**src/rtl/vga_pixel_fetch_pkg.sv**
```systemverilog
// vga_pixel_fetch_pkg: shared constants and colour type for the VGA pixel path
package vga_pixel_fetch_pkg;
  localparam int FETCH_WORD_W = 16;
  localparam int PIX_PER_WORD_SHIFT = 4;
  localparam int SCALE_SHIFT = 1;
  typedef struct packed {
    logic [7:0] r;
    logic [7:0] g;
    logic [7:0] b;
  } rgb24_t;
endpackage

```
**src/rtl/vga_delay_line.sv**
```systemverilog
// vga_delay_line: fixed-depth register pipe with a programmable reset value
module vga_delay_line #(
  parameter int WIDTH = 1,
  parameter int DEPTH = 1,
  parameter logic [WIDTH-1:0] RST_VAL = '0
) (
  input  logic             clk,
  input  logic             rst_n,
  input  logic [WIDTH-1:0] d,
  output logic [WIDTH-1:0] q
);
  logic [WIDTH-1:0] pipe_q [DEPTH];
  logic [WIDTH-1:0] pipe_d [DEPTH];
  always_comb begin
    pipe_d[0] = d;
    for (int i = 1; i < DEPTH; i++) pipe_d[i] = pipe_q[i-1];
  end
  always_ff @(posedge clk or negedge rst_n)
    if (!rst_n) pipe_q <= '{default: RST_VAL};
    else pipe_q <= pipe_d;
  assign q = pipe_q[DEPTH-1];
endmodule

```
**src/rtl/vga_pixel_fetch.sv**
```systemverilog
// vga_pixel_fetch: fetches 1-bpp frame-buffer words and renders them 2x scaled onto the VGA pixel stream
module vga_pixel_fetch
  import vga_pixel_fetch_pkg::*;
#(
  parameter int SRC_W      = 512,
  parameter int SRC_H      = 300,
  parameter int RD_LATENCY = 2,
  parameter int ADDR_W     = 14
) (
  input  logic              VIDEO_CLK,
  input  logic              RESET_N,
  input  logic [11:0]       X_IN,
  input  logic [11:0]       Y_IN,
  input  logic              VISIBLE_IN,
  input  logic              HS_IN,
  input  logic              VS_IN,
  input  logic [23:0]       FG_RGB,
  input  logic [23:0]       BG_RGB,
  input  logic [23:0]       BORDER_RGB,
  input  logic [23:0]       ERR_RGB,
  input  logic              CLEAR_ERR,
  output logic              MEM_RD,
  output logic [ADDR_W-1:0] MEM_ADDR,
  input  logic [15:0]       MEM_RDATA,
  input  logic              MEM_RVALID,
  output logic [23:0]       RGB_OUT,
  output logic              HS_OUT,
  output logic              VS_OUT,
  output logic              VISIBLE_OUT,
  output logic              UNDERRUN
);
  localparam int PIPE = RD_LATENCY + 2;
  localparam int WORDS_PER_LINE = SRC_W >> PIX_PER_WORD_SHIFT;
  localparam logic [11:0] W_LIM = 12'(SRC_W);
  localparam logic [11:0] H_LIM = 12'(SRC_H);
  localparam int FW = 2 + PIX_PER_WORD_SHIFT;
  logic [11:0] sx, sy;
  logic in_win, fetch, exp_tap, f_vis, f_win;
  logic [PIX_PER_WORD_SHIFT-1:0] f_idx;
  logic [2:0] sync_q;
  logic mem_rd_q, mem_rd_d, err_q, err_d, und_q, und_d;
  logic [ADDR_W-1:0] mem_addr_q, mem_addr_d;
  logic [FETCH_WORD_W-1:0] word_q, word_d;
  rgb24_t rgb_q, rgb_d;
  assign sx = X_IN >> SCALE_SHIFT;
  assign sy = Y_IN >> SCALE_SHIFT;
  always_comb begin
    in_win = VISIBLE_IN && sx < W_LIM && sy < H_LIM;
    fetch = in_win && X_IN[4:0] == '0;
    mem_rd_d = fetch;
    mem_addr_d = fetch ? ADDR_W'(sy) * ADDR_W'(WORDS_PER_LINE) + ADDR_W'(sx >> PIX_PER_WORD_SHIFT) : mem_addr_q;
    word_d = exp_tap && MEM_RVALID ? MEM_RDATA : word_q;
    err_d = exp_tap ? !MEM_RVALID : err_q;
    und_d = (exp_tap && !MEM_RVALID) || (und_q && !CLEAR_ERR);
    // the bypassed word_d lets the first pixel of a word render in the cycle its data arrives
    rgb_d = !f_vis ? '0 : !f_win ? BORDER_RGB : err_d ? ERR_RGB :
            word_d[PIX_PER_WORD_SHIFT'(FETCH_WORD_W - 1) - f_idx] ? FG_RGB : BG_RGB;
  end
  always_ff @(posedge VIDEO_CLK or negedge RESET_N)
    if (!RESET_N) begin
      mem_rd_q <= 1'b0;
      mem_addr_q <= '0;
      word_q <= '0;
      err_q <= 1'b0;
      und_q <= 1'b0;
      rgb_q <= '0;
    end else begin
      mem_rd_q <= mem_rd_d;
      mem_addr_q <= mem_addr_d;
      word_q <= word_d;
      err_q <= err_d;
      und_q <= und_d;
      rgb_q <= rgb_d;
    end
  vga_delay_line #(.WIDTH(3), .DEPTH(PIPE), .RST_VAL(3'b100)) u_sync (
    .clk(VIDEO_CLK), .rst_n(RESET_N), .d({HS_IN, VS_IN, VISIBLE_IN}), .q(sync_q)
  );
  vga_delay_line #(.WIDTH(FW), .DEPTH(PIPE - 1), .RST_VAL('0)) u_flags (
    .clk(VIDEO_CLK), .rst_n(RESET_N),
    .d({VISIBLE_IN, in_win, sx[PIX_PER_WORD_SHIFT-1:0]}), .q({f_vis, f_win, f_idx})
  );
  vga_delay_line #(.WIDTH(1), .DEPTH(RD_LATENCY), .RST_VAL(1'b0)) u_expect (
    .clk(VIDEO_CLK), .rst_n(RESET_N), .d(mem_rd_q), .q(exp_tap)
  );
  assign {HS_OUT, VS_OUT, VISIBLE_OUT} = sync_q;
  assign MEM_RD = mem_rd_q;
  assign MEM_ADDR = mem_addr_q;
  assign RGB_OUT = rgb_q;
  assign UNDERRUN = und_q;
endmodule

```
**config.mk**
```make
export PLATFORM = sky130hd
export DESIGN_NAME = vga_pixel_fetch
export DESIGN_NICKNAME = d
export VERILOG_FILES = /design/src/rtl/vga_pixel_fetch_pkg.sv /design/src/rtl/vga_delay_line.sv /design/src/rtl/vga_pixel_fetch.sv
export SDC_FILE = /design/constraint.sdc
export NUM_CORES = 1
export LEC_CHECK = 0
export CAP_MARGIN = 0
export CORE_ASPECT_RATIO = 0.8
export CORE_MARGIN = 2
export CORE_UTILIZATION = 40
export DETAILED_ROUTE_END_ITERATION = 6
export HOLD_SLACK_MARGIN = 0.08
export PLACE_DENSITY_LB_ADDON = 0.3
export SYNTH_ARGS = -nofsm -noshare
export SYNTH_HDL_FRONTEND = slang
export SYNTH_SLANG_ARGS = --single-unit
```
**constraint.sdc**
```tcl
create_clock -name VIDEO_CLK -period 6.2 [get_ports VIDEO_CLK]
set_clock_uncertainty 0.1 [all_clocks]
set_input_delay 0.93 -clock VIDEO_CLK [delete_from_list [all_inputs] [get_ports VIDEO_CLK]]
set_output_delay 0.93 -clock VIDEO_CLK [all_outputs]
set_load 0.005 [all_outputs]
```
# [Yosys cells after proc, flatten, opt, wreduce, memory -nomap -nowiden]
# Index checks and enable logic that the tools add are counted.
[word_totals] ff_bits=89 latchBits=0 ram_bits=0 romBits=0 output_inout_bits=43 elab_cells=40 n_memories=0
[classes] n_addsub=2 mul=0 n_div=0 magnitude_cmp=3 eq_ne=0 shift=0 mux=8 bitwise_logic=0 reduce_logical=10
[ops] operator="$mux W24" n=4
[ops] operator="$mux W16" n=1
[ops] operator="$add A14 B7 Y14" n=1
[ops] operator="$lt A11 B10 Y1 const B" n=1
[ops] operator="$lt A11 B9 Y1 const B" n=1
[ops] operator="$logic_and A1 B1 Y1" n=6
[ops] operator="$logic_not A5 Y1" n=1
[ops] operator="$lt A4 B5 Y1 const B" n=1
[ops] operator="$bmux W1 S4" n=1
[ops] operator="$sub A4 B4 Y4 const A" n=1
[ops] operator="$logic_not A1 Y1" n=2
[ops] operator="$mux W1" n=2
[ops] operator="$logic_or A1 B1 Y1" n=1

# [Logic depth before layout (Yosys ltp)]
# Gate-level depths: netlist (run 1).
[logic_depth] ltp_word=8 depth_mapped=9

# [By module]
# A second synthesis (run 1) with hierarchy kept.
[hier_totals] hier_cells=379 area_unflattened_um2=4120.2
[modules_own_cells] module="vga_pixel_fetch" n_inst=1 cells_per_inst=347 area_per_inst_um2=3314.4 seq_area_each_um2=1426.4
[modules_own_cells] module="vga_delay_line at u_flags" n_inst=1 cells_per_inst=18 area_per_inst_um2=450.4 seq_area_each_um2=450.4
[modules_own_cells] module="vga_delay_line at u_sync" n_inst=1 cells_per_inst=12 area_per_inst_um2=305.3 seq_area_each_um2=305.3
[modules_own_cells] module="vga_delay_line at u_expect" n_inst=1 cells_per_inst=2 area_per_inst_um2=50.0 seq_area_each_um2=50.0

# [Least setup slack after synthesis (run 1)]
# Ideal clock, no wire load.
[synth_path] kind="input -> register" startpoint="in X_IN[11]" endpoint="reg mem_addr_q[2], in the netlist MEM_ADDR[2]" setup_ns=0.125 t_arrival_ns=2.418 path_slack_ns=3.557 cell_stages=6 n_path_buf=2 path_cell_list="or4b_1 a211oi_2 and3_1 buf_2 buf_4 mux2_2"
[synth_between] elab_chain_len=4
[synth_rtl] element="start, declared" line_no="vga_pixel_fetch.sv:12" text="input logic [11:0] X_IN,"
[synth_rtl] element="$lt A11 B10 Y1" line_no="vga_pixel_fetch.sv:48" text="in_win = VISIBLE_IN && sx < W_LIM && sy < H_LIM;"
[synth_rtl] element="$logic_and A1 B1 Y1 (2 in a row)" line_no="vga_pixel_fetch.sv:48"
[synth_rtl] element="net in_win" line_no="vga_pixel_fetch.sv:38" text="logic in_win, fetch, exp_tap, f_vis, f_win;"
[synth_rtl] element="$logic_and A1 B1 Y1" line_no="vga_pixel_fetch.sv:49" text="fetch = in_win && X_IN[4:0] == '0;"
[synth_rtl] element="end signal, assigned" line_no="vga_pixel_fetch.sv:69" text="mem_addr_q <= mem_addr_d;"
[synth_rtl] element="end, declared" line_no="vga_pixel_fetch.sv:42" text="logic [ADDR_W-1:0] mem_addr_q, mem_addr_d;"
# The timed path passes the listed nets, and every way through them passes these cells.
# A chain may end at the register's enable or synchronous reset.

==> results of run 1 <==
## cells in the mapped netlist (2+ instances only)
library cell	instances	share of area, %
sky130_fd_sc_hd__nor2b_1	2	0.29
sky130_fd_sc_hd__o221ai_2	2	0.69
sky130_fd_sc_hd__clkbuf_2	2	0.23
sky130_fd_sc_hd__dlygate4sd3_1	3	0.69
sky130_fd_sc_hd__a21oi_1	54	6.2
sky130_fd_sc_hd__a211oi_2	2	0.58
sky130_fd_sc_hd__and3_1	2	0.29
sky130_fd_sc_hd__xor2_1	3	0.61
sky130_fd_sc_hd__clkbuf_1	7	0.61
sky130_fd_sc_hd__dfrtp_1	82	47
sky130_fd_sc_hd__mux2_1	5	1.3
sky130_fd_sc_hd__dfstp_2	4	2.4
sky130_fd_sc_hd__buf_12	4	1.8
sky130_fd_sc_hd__nor2_1	57	4.9
sky130_fd_sc_hd__or2_2	2	0.29
sky130_fd_sc_hd__nand2b_1	2	0.29
sky130_fd_sc_hd__nor2_2	2	0.29
sky130_fd_sc_hd__mux2_2	17	4.4
sky130_fd_sc_hd__mux4_1	4	2.4
sky130_fd_sc_hd__nand2_1	4	0.35
sky130_fd_sc_hd__nand3_2	20	4.6
sky130_fd_sc_hd__clkbuf_8	3	0.95
sky130_fd_sc_hd__nand3_1	6	0.69
sky130_fd_sc_hd__a31oi_1	3	0.43
sky130_fd_sc_hd__buf_6	5	1.3
sky130_fd_sc_hd__buf_2	2	0.23
sky130_fd_sc_hd__xnor2_1	4	0.81
sky130_fd_sc_hd__a31oi_2	20	5.8
sky130_fd_sc_hd__inv_1	3	0.26
sky130_fd_sc_hd__o21ai_0	20	2.3
sky130_fd_sc_hd__nand3b_1	2	0.35
sky130_fd_sc_hd__o21ai_1	4	0.46
sky130_fd_sc_hd__ha_1	2	0.58
## cell families after synthesis
kind of cell	count (synthesis)	synth area share, %
buf+inv	32	6.56
fa+ha+maj	3	1.04
simple gates	108	14.4
flops	86	49.8
compound gates	111	17.8
xor+xnor	7	1.41
mux	28	9.01
## layout make-up
cell class	instances	area (um^2)
Tap cell	140	175
Fill cell	847	3980
Sequential cell	86	2160
Timing Repair Buffer	188	1870
Multi-Input combinational cell	257	1900
Clock buffer	11	243
Inverter	4	15.0
Clock inverter	5	67.6
## flip-flops by register name (all words and copies together), names as in the netlist
signal and count:
RGB_OUT 24, u_sync.q 3, u_sync.pipe_d 9, MEM_RD 1
word_q 16, u_flags.pipe_d 10, u_expect.pipe_d 1, UNDERRUN 1
u_flags.q 5, u_expect.q 1, MEM_ADDR 14, err_q 1
## worst min-delay path by stage
stage / start / endpoint / depth (start not counted)
6_report: u_flags.pipe_d[6]$_DFF_PN0_ / u_flags.pipe_d[0]$_DFF_PN0_ / 0
5_1_grt: u_flags.pipe_d[6]$_DFF_PN0_ / u_flags.pipe_d[0]$_DFF_PN0_ / 0
4_1_cts: u_sync.pipe_d[3]$_DFF_PN0_ / u_sync.pipe_d[0]$_DFF_PN0_ / 0
3_5_place_dp: u_flags.pipe_d[10]$_DFF_PN0_ / u_flags.pipe_d[4]$_DFF_PN0_ / 0
3_3_place_gp: u_sync.pipe_d[4]$_DFF_PN0_ / u_sync.pipe_d[1]$_DFF_PN0_ / 0
2_1_floorplan: u_expect.pipe_d[0]$_DFF_PN0_ / u_expect.q$_DFF_PN0_ / 0
## routing by layer
metal | GRT usage [%] | vias to the layer above | wire [um]
li1 | - | 1679 | -
met4 | 7.07 | 0 | 206
met2 | 34.7 | 179 | 5770
met3 | 7.45 | 23 | 1230
met5 | 0 | - | 0
met1 | 26.5 | 1765 | 4920
## stage by stage
step | instance area (um^2) | util, % | cells | power, uW
after floorplan | 4330 | - | 375 | 693
after global placement | 6110 | 58.7 | 674 | 826
after detailed placement | 6110 | 58.7 | 674 | 832
after CTS | 6420 | 61.7 | 690 | 1400
after global routing | 6430 | 61.8 | 691 | 1440
final | 6430 | 61.8 | 691 | 1380
## critical path: cells and delay by family
family,cells,cell delay [ps]
and+or+nand+nor,2,710
buffers and inverters,2,1550
AOI/OAI and AO/OA,2,960
## power by group
| part | leakage, uW | internal (uW) | switching [uW] |
|---|---|---|---|
| Combinational | 0.00146 | 135 | 95.8 |
| Clock | 0.000152 | 328 | 228 |
| Sequential | 0.00111 | 582 | 8.38 |
| Total | 0.00272 | 1050 | 332 |
==> out/metrics.cfg, run 1 <==
[detailed_routing]
remaining_drc_errors=0
drt-initial-drc-count=162
post_drt_wl_per_cell_um=17.5
vias=3646
drt-total-wl_um=12100
antenna_violating_nets_post_route=0
post_drt_via_cell_ratio=5.28
first_pass_iters=4

[cts]
clock_insertion_delay_worst_skew_ps=340
clkTransAtPathRegs_ps=60
ctsResizeCount=0
clock_sinks=86
postCtsSetupRepairBufs=0
clock_tree_from_tritoncts=built
cts-root-buf=sky130_fd_sc_hd__clkbuf_16
tritoncts.num_buffers=9
htree_levels=3
cts-hold-fix-buffers=0
clk_path_buf_depth=2

[place]
routabilityCongestion=0.825
place.detailed.hpwl_um=8380
place_worst_setup_slack_ps=1780
placement.io_buffers=184

[die]
die_outline_height_um=97.1
rows=33
floorplan.initialDensity_pct=41.6
core_mm2=0.0104
design.portCount=186
die-area_mm2=0.0117
die_width_um=120

[critical_path]
start_of_the_worst_register_to_register_path=u_expect.q$_DFF_PN0_
crit_chain=clkdlybuf4s50_1 > nand2b_1 > o21a_1 > clkinv_1 > nor4_1 > o41ai_2
startpoint_kind_of_the_worst_setup_timing_path=input port
crit_path_end_kind=flip-flop
r2r_cells=5
cp-endpoint=RGB_OUT[22]$_DFF_PN0_
worst-setup-path-type=input port to flip-flop
data_required_critical_path_ps=6280
worst-path-max-fanout=26
regToRegEndpoint=RGB_OUT[22]$_DFF_PN0_
startpoint=MEM_RVALID
ff2ff_setup_slack_ps=2830
worst_ep_arrival_ps=4160
timing.critical_path.slowest_cell_delay_ps=1040
critPathSlowestCell=sky130_fd_sc_hd__clkinv_1

[finish]
layout_commonest_cell=sky130_fd_sc_hd__clkdlybuf4s50_1
area.growth.synth_to_final_pct=48.4
fraction_of_final_layout_cells_with_drive_strength_greater_than_1_pct=18.0
most-common-layout-cells=183 x sky130_fd_sc_hd__clkdlybuf4s50_1, 82 x sky130_fd_sc_hd__dfrtp_1, 57 x sky130_fd_sc_hd__nor2_1
finalNetCount=692
antenna_diode_instance_count=0

[synthesis]
asyncSetResetFlopFracSynth_pct=100
post_synth_instance_area_mm2=0.00433
average_cell_area_after_synthesis_um2=11.6
ys.flop_type=sky130_fd_sc_hd__dfrtp_1
yosys_warnings=0
post_synthesis_cell_type_count=54
synth-seq-cells=86
yosysSeqAreaShare_pct=49.8
synth_edf_count=0
mappedNetlistNets=521
synthesis.instances=375

[timing]
final-max-slew-violation-count=0
tightestPinTransition_ps=1070
relSlewSlack_pct=28.5
maximum_achievable_frequency_ghz=0.245
timing_hold_violations_final=0
worst_hold_slack_ps=249
rsz0062_at_grt=false
setup_total_negative_slack_ps=0
finalCriticalPeriod_ps=4080
setup_viol_count_final=0
final.period_utilization_pct=65.8
post-route-worst-setup-slack_ps=2120

[power]
power_per_cell_area_mw_per_mm2=214
vdd_ir_drop_max_mv=0.108
static-leakage-power_uw=0.00272

[global_routing]
grt_pass1_wl_um=19500
global_route.usage.total_pct=21.3
grt_overflow=0
first_global_vias=3880
antenna_violations_before_repair=0
maximum_number_of_pins_on_one_net_before_global_route_repair=59

[worst_hold_path]
hp-class=flip-flop to flip-flop

[flow_run]
drv_cap=0

[outcome]
run_status=completed

Power figures use the tool's default switching activity.
==> inputs of run 2 (changes only) <==
Settings changed: CORE_UTILIZATION 40 to 39.
Clock period 6.2 ns to 3.35 ns, I/O delays scaled along.
==> out/metrics.cfg, run 2 (same netlist as run 1, synthesis figures left out) <==
[timing]
tightestPinTransition_ps=1100
timing_hold_violations_final=0
maximum_achievable_frequency_ghz=0.363
finalCriticalPeriod_ps=2760
relSlewSlack_pct=26.3
worst_hold_slack_ps=129
final.period_utilization_pct=82.3
post-route-worst-setup-slack_ps=593
setup_total_negative_slack_ps=0
setup_viol_count_final=0
rsz0062_at_grt=false
final-max-slew-violation-count=0

[cts]
postCtsSetupRepairBufs=0
clkTransAtPathRegs_ps=70
ctsResizeCount=0
clock_tree_from_tritoncts=built
cts-root-buf=sky130_fd_sc_hd__clkbuf_16
htree_levels=3
cts-hold-fix-buffers=0
clk_path_buf_depth=2
clock_insertion_delay_worst_skew_ps=340
clock_sinks=86
tritoncts.num_buffers=9

[detailed_routing]
post_drt_wl_per_cell_um=17.7
drt-total-wl_um=12400
met3RoutedLength_um=1230
vias=3627
m1WireLength_um=5160
first_pass_iters=4
drt-initial-drc-count=168
routed-wl-met2_um=5880
post_drt_via_cell_ratio=5.17
top_layer_used=met4
antenna_violating_nets_post_route=0
remaining_drc_errors=0

[finish]
largest_reg_flops=24
seqCellArea_mm2=0.00216
multi_input_area_mm2=0.00190
fraction_of_final_layout_cells_with_drive_strength_greater_than_1_pct=19.2
antenna_diode_instance_count=0
number_of_fill_cells_in_the_layout=896
finish.utilization_pct=59.9
area.growth.synth_to_final_pct=50.0
most-common-layout-cells=183 x sky130_fd_sc_hd__clkdlybuf4s50_1, 82 x sky130_fd_sc_hd__dfrtp_1, 57 x sky130_fd_sc_hd__nor2_1
finalNetCount=699
layout_commonest_cell=sky130_fd_sc_hd__clkdlybuf4s50_1

[critical_path]
startpoint_kind_of_the_worst_setup_timing_path=input port
worst-setup-path-type=input port to flip-flop
crit_chain=clkdlybuf4s50_1 > nand2_2 > mux2_2 > o22ai_1 > nor3_2 > buf_4 > o21ai_0 > a31oi_2
crit_path_end_kind=flip-flop
worst_ep_arrival_ps=2920
worst-path-max-fanout=21
critPathSlowestCell=sky130_fd_sc_hd__clkdlybuf4s50_1
data_required_critical_path_ps=3510
timing.critical_path.slowest_cell_delay_ps=490

[worst_hold_path]
hp-class=input port to asynchronous set/reset pin

[power]
internal_power_uw=1860
netSwitchingPower_uw=663
power.share.sequential_pct=43.3
design_power_uw=2520
vdd_ir_drop_max_mv=0.233
pwr-share-comb_pct=17.3
sw_frac_of_total_pct=26.3
pwr-share-clk_pct=39.4
power_per_cell_area_mw_per_mm2=388
static-leakage-power_uw=0.00276

[die]
core_mm2=0.0108
die_width_um=122
design.portCount=186
rows=34
die_outline_height_um=98.3
die-area_mm2=0.0120
floorplan.initialDensity_pct=39.9

[outcome]
run_status=completed

[place]
place.detailed.hpwl_um=8900
place_worst_setup_slack_ps=238
routabilityCongestion=0.796
placement.io_buffers=184

[global_routing]
first_global_vias=3971
global_route.usage.total_pct=21.3
maximum_number_of_pins_on_one_net_before_global_route_repair=61
antenna_violations_before_repair=0
grt_overflow=0
grt_pass1_wl_um=19800

[flow_run]
drv_cap=0

run 2: power by group through the flow:
| stage | Sequential, uW | Clock, uW | Combinational [uW] |
|---|---|---|---|
| finish | 1090 | 994 | 438 |
| global route | 1100 | 1060 | 475 |
| CTS | 1090 | 1020 | 442 |
| detailed placement | 1110 | 0 | 440 |
| global placement | 1110 | 0 | 431 |
| floorplan | 1110 | 0 | 171 |
run 2: path summary, 6_finish.rpt:
| check | from | to | slack (ps) | depth (start not counted) |
|---|---|---|---|---|
| worst max-delay path | MEM_RVALID | RGB_OUT[20]$_DFF_PN0_ | 590 | 8 |
| worst min-delay path | RESET_N | RGB_OUT[20]$_DFF_PN0_ | 130 | 1 |
| worst max register to register | u_expect.q$_DFF_PN0_ | RGB_OUT[20]$_DFF_PN0_ | 820 | 7 |
| min in group VIDEO_CLK | u_expect.pipe_d[0]$_DFF_PN0_ | u_expect.q$_DFF_PN0_ | 250 | 0 |
| max in group asynchronous | RESET_N | RGB_OUT[16]$_DFF_PN0_ | 2290 | 2 |
| worst min register to register | u_expect.pipe_d[0]$_DFF_PN0_ | u_expect.q$_DFF_PN0_ | 250 | 0 |
run 2: per-stage QoR:
step                cell area, um^2  cells
floorplan                      4330    375
global placement               6200    686
detailed placement             6200    686
CTS                            6500    702
global route                   6500    702
finish                         6500    702
run 2: per-layer routing:
metal / up-vias / global-route usage [%]
met5: - / 0
met4: 0 / 5.48
met3: 12 / 7.59
met2: 151 / 35.7
met1: 1770 / 26.3
li1: 1694 / -
run 2: worst max-delay path: cells and delay by family:
family	cells	cell delay (ps)
AO/OA/AOI/OAI	3	450
buffers and inverters	2	820
multiplexers	1	350
AND/OR/NAND/NOR	2	780
run 2: final cells by class:
type	instances	area share, %
Clock buffer	9	3.46
Sequential cell	86	33.2
Timing Repair Buffer	195	29.9
Multi-Input combinational cell	257	29.2
Clock inverter	7	1.19
Inverter	4	0.231
Tap cell	144	2.77
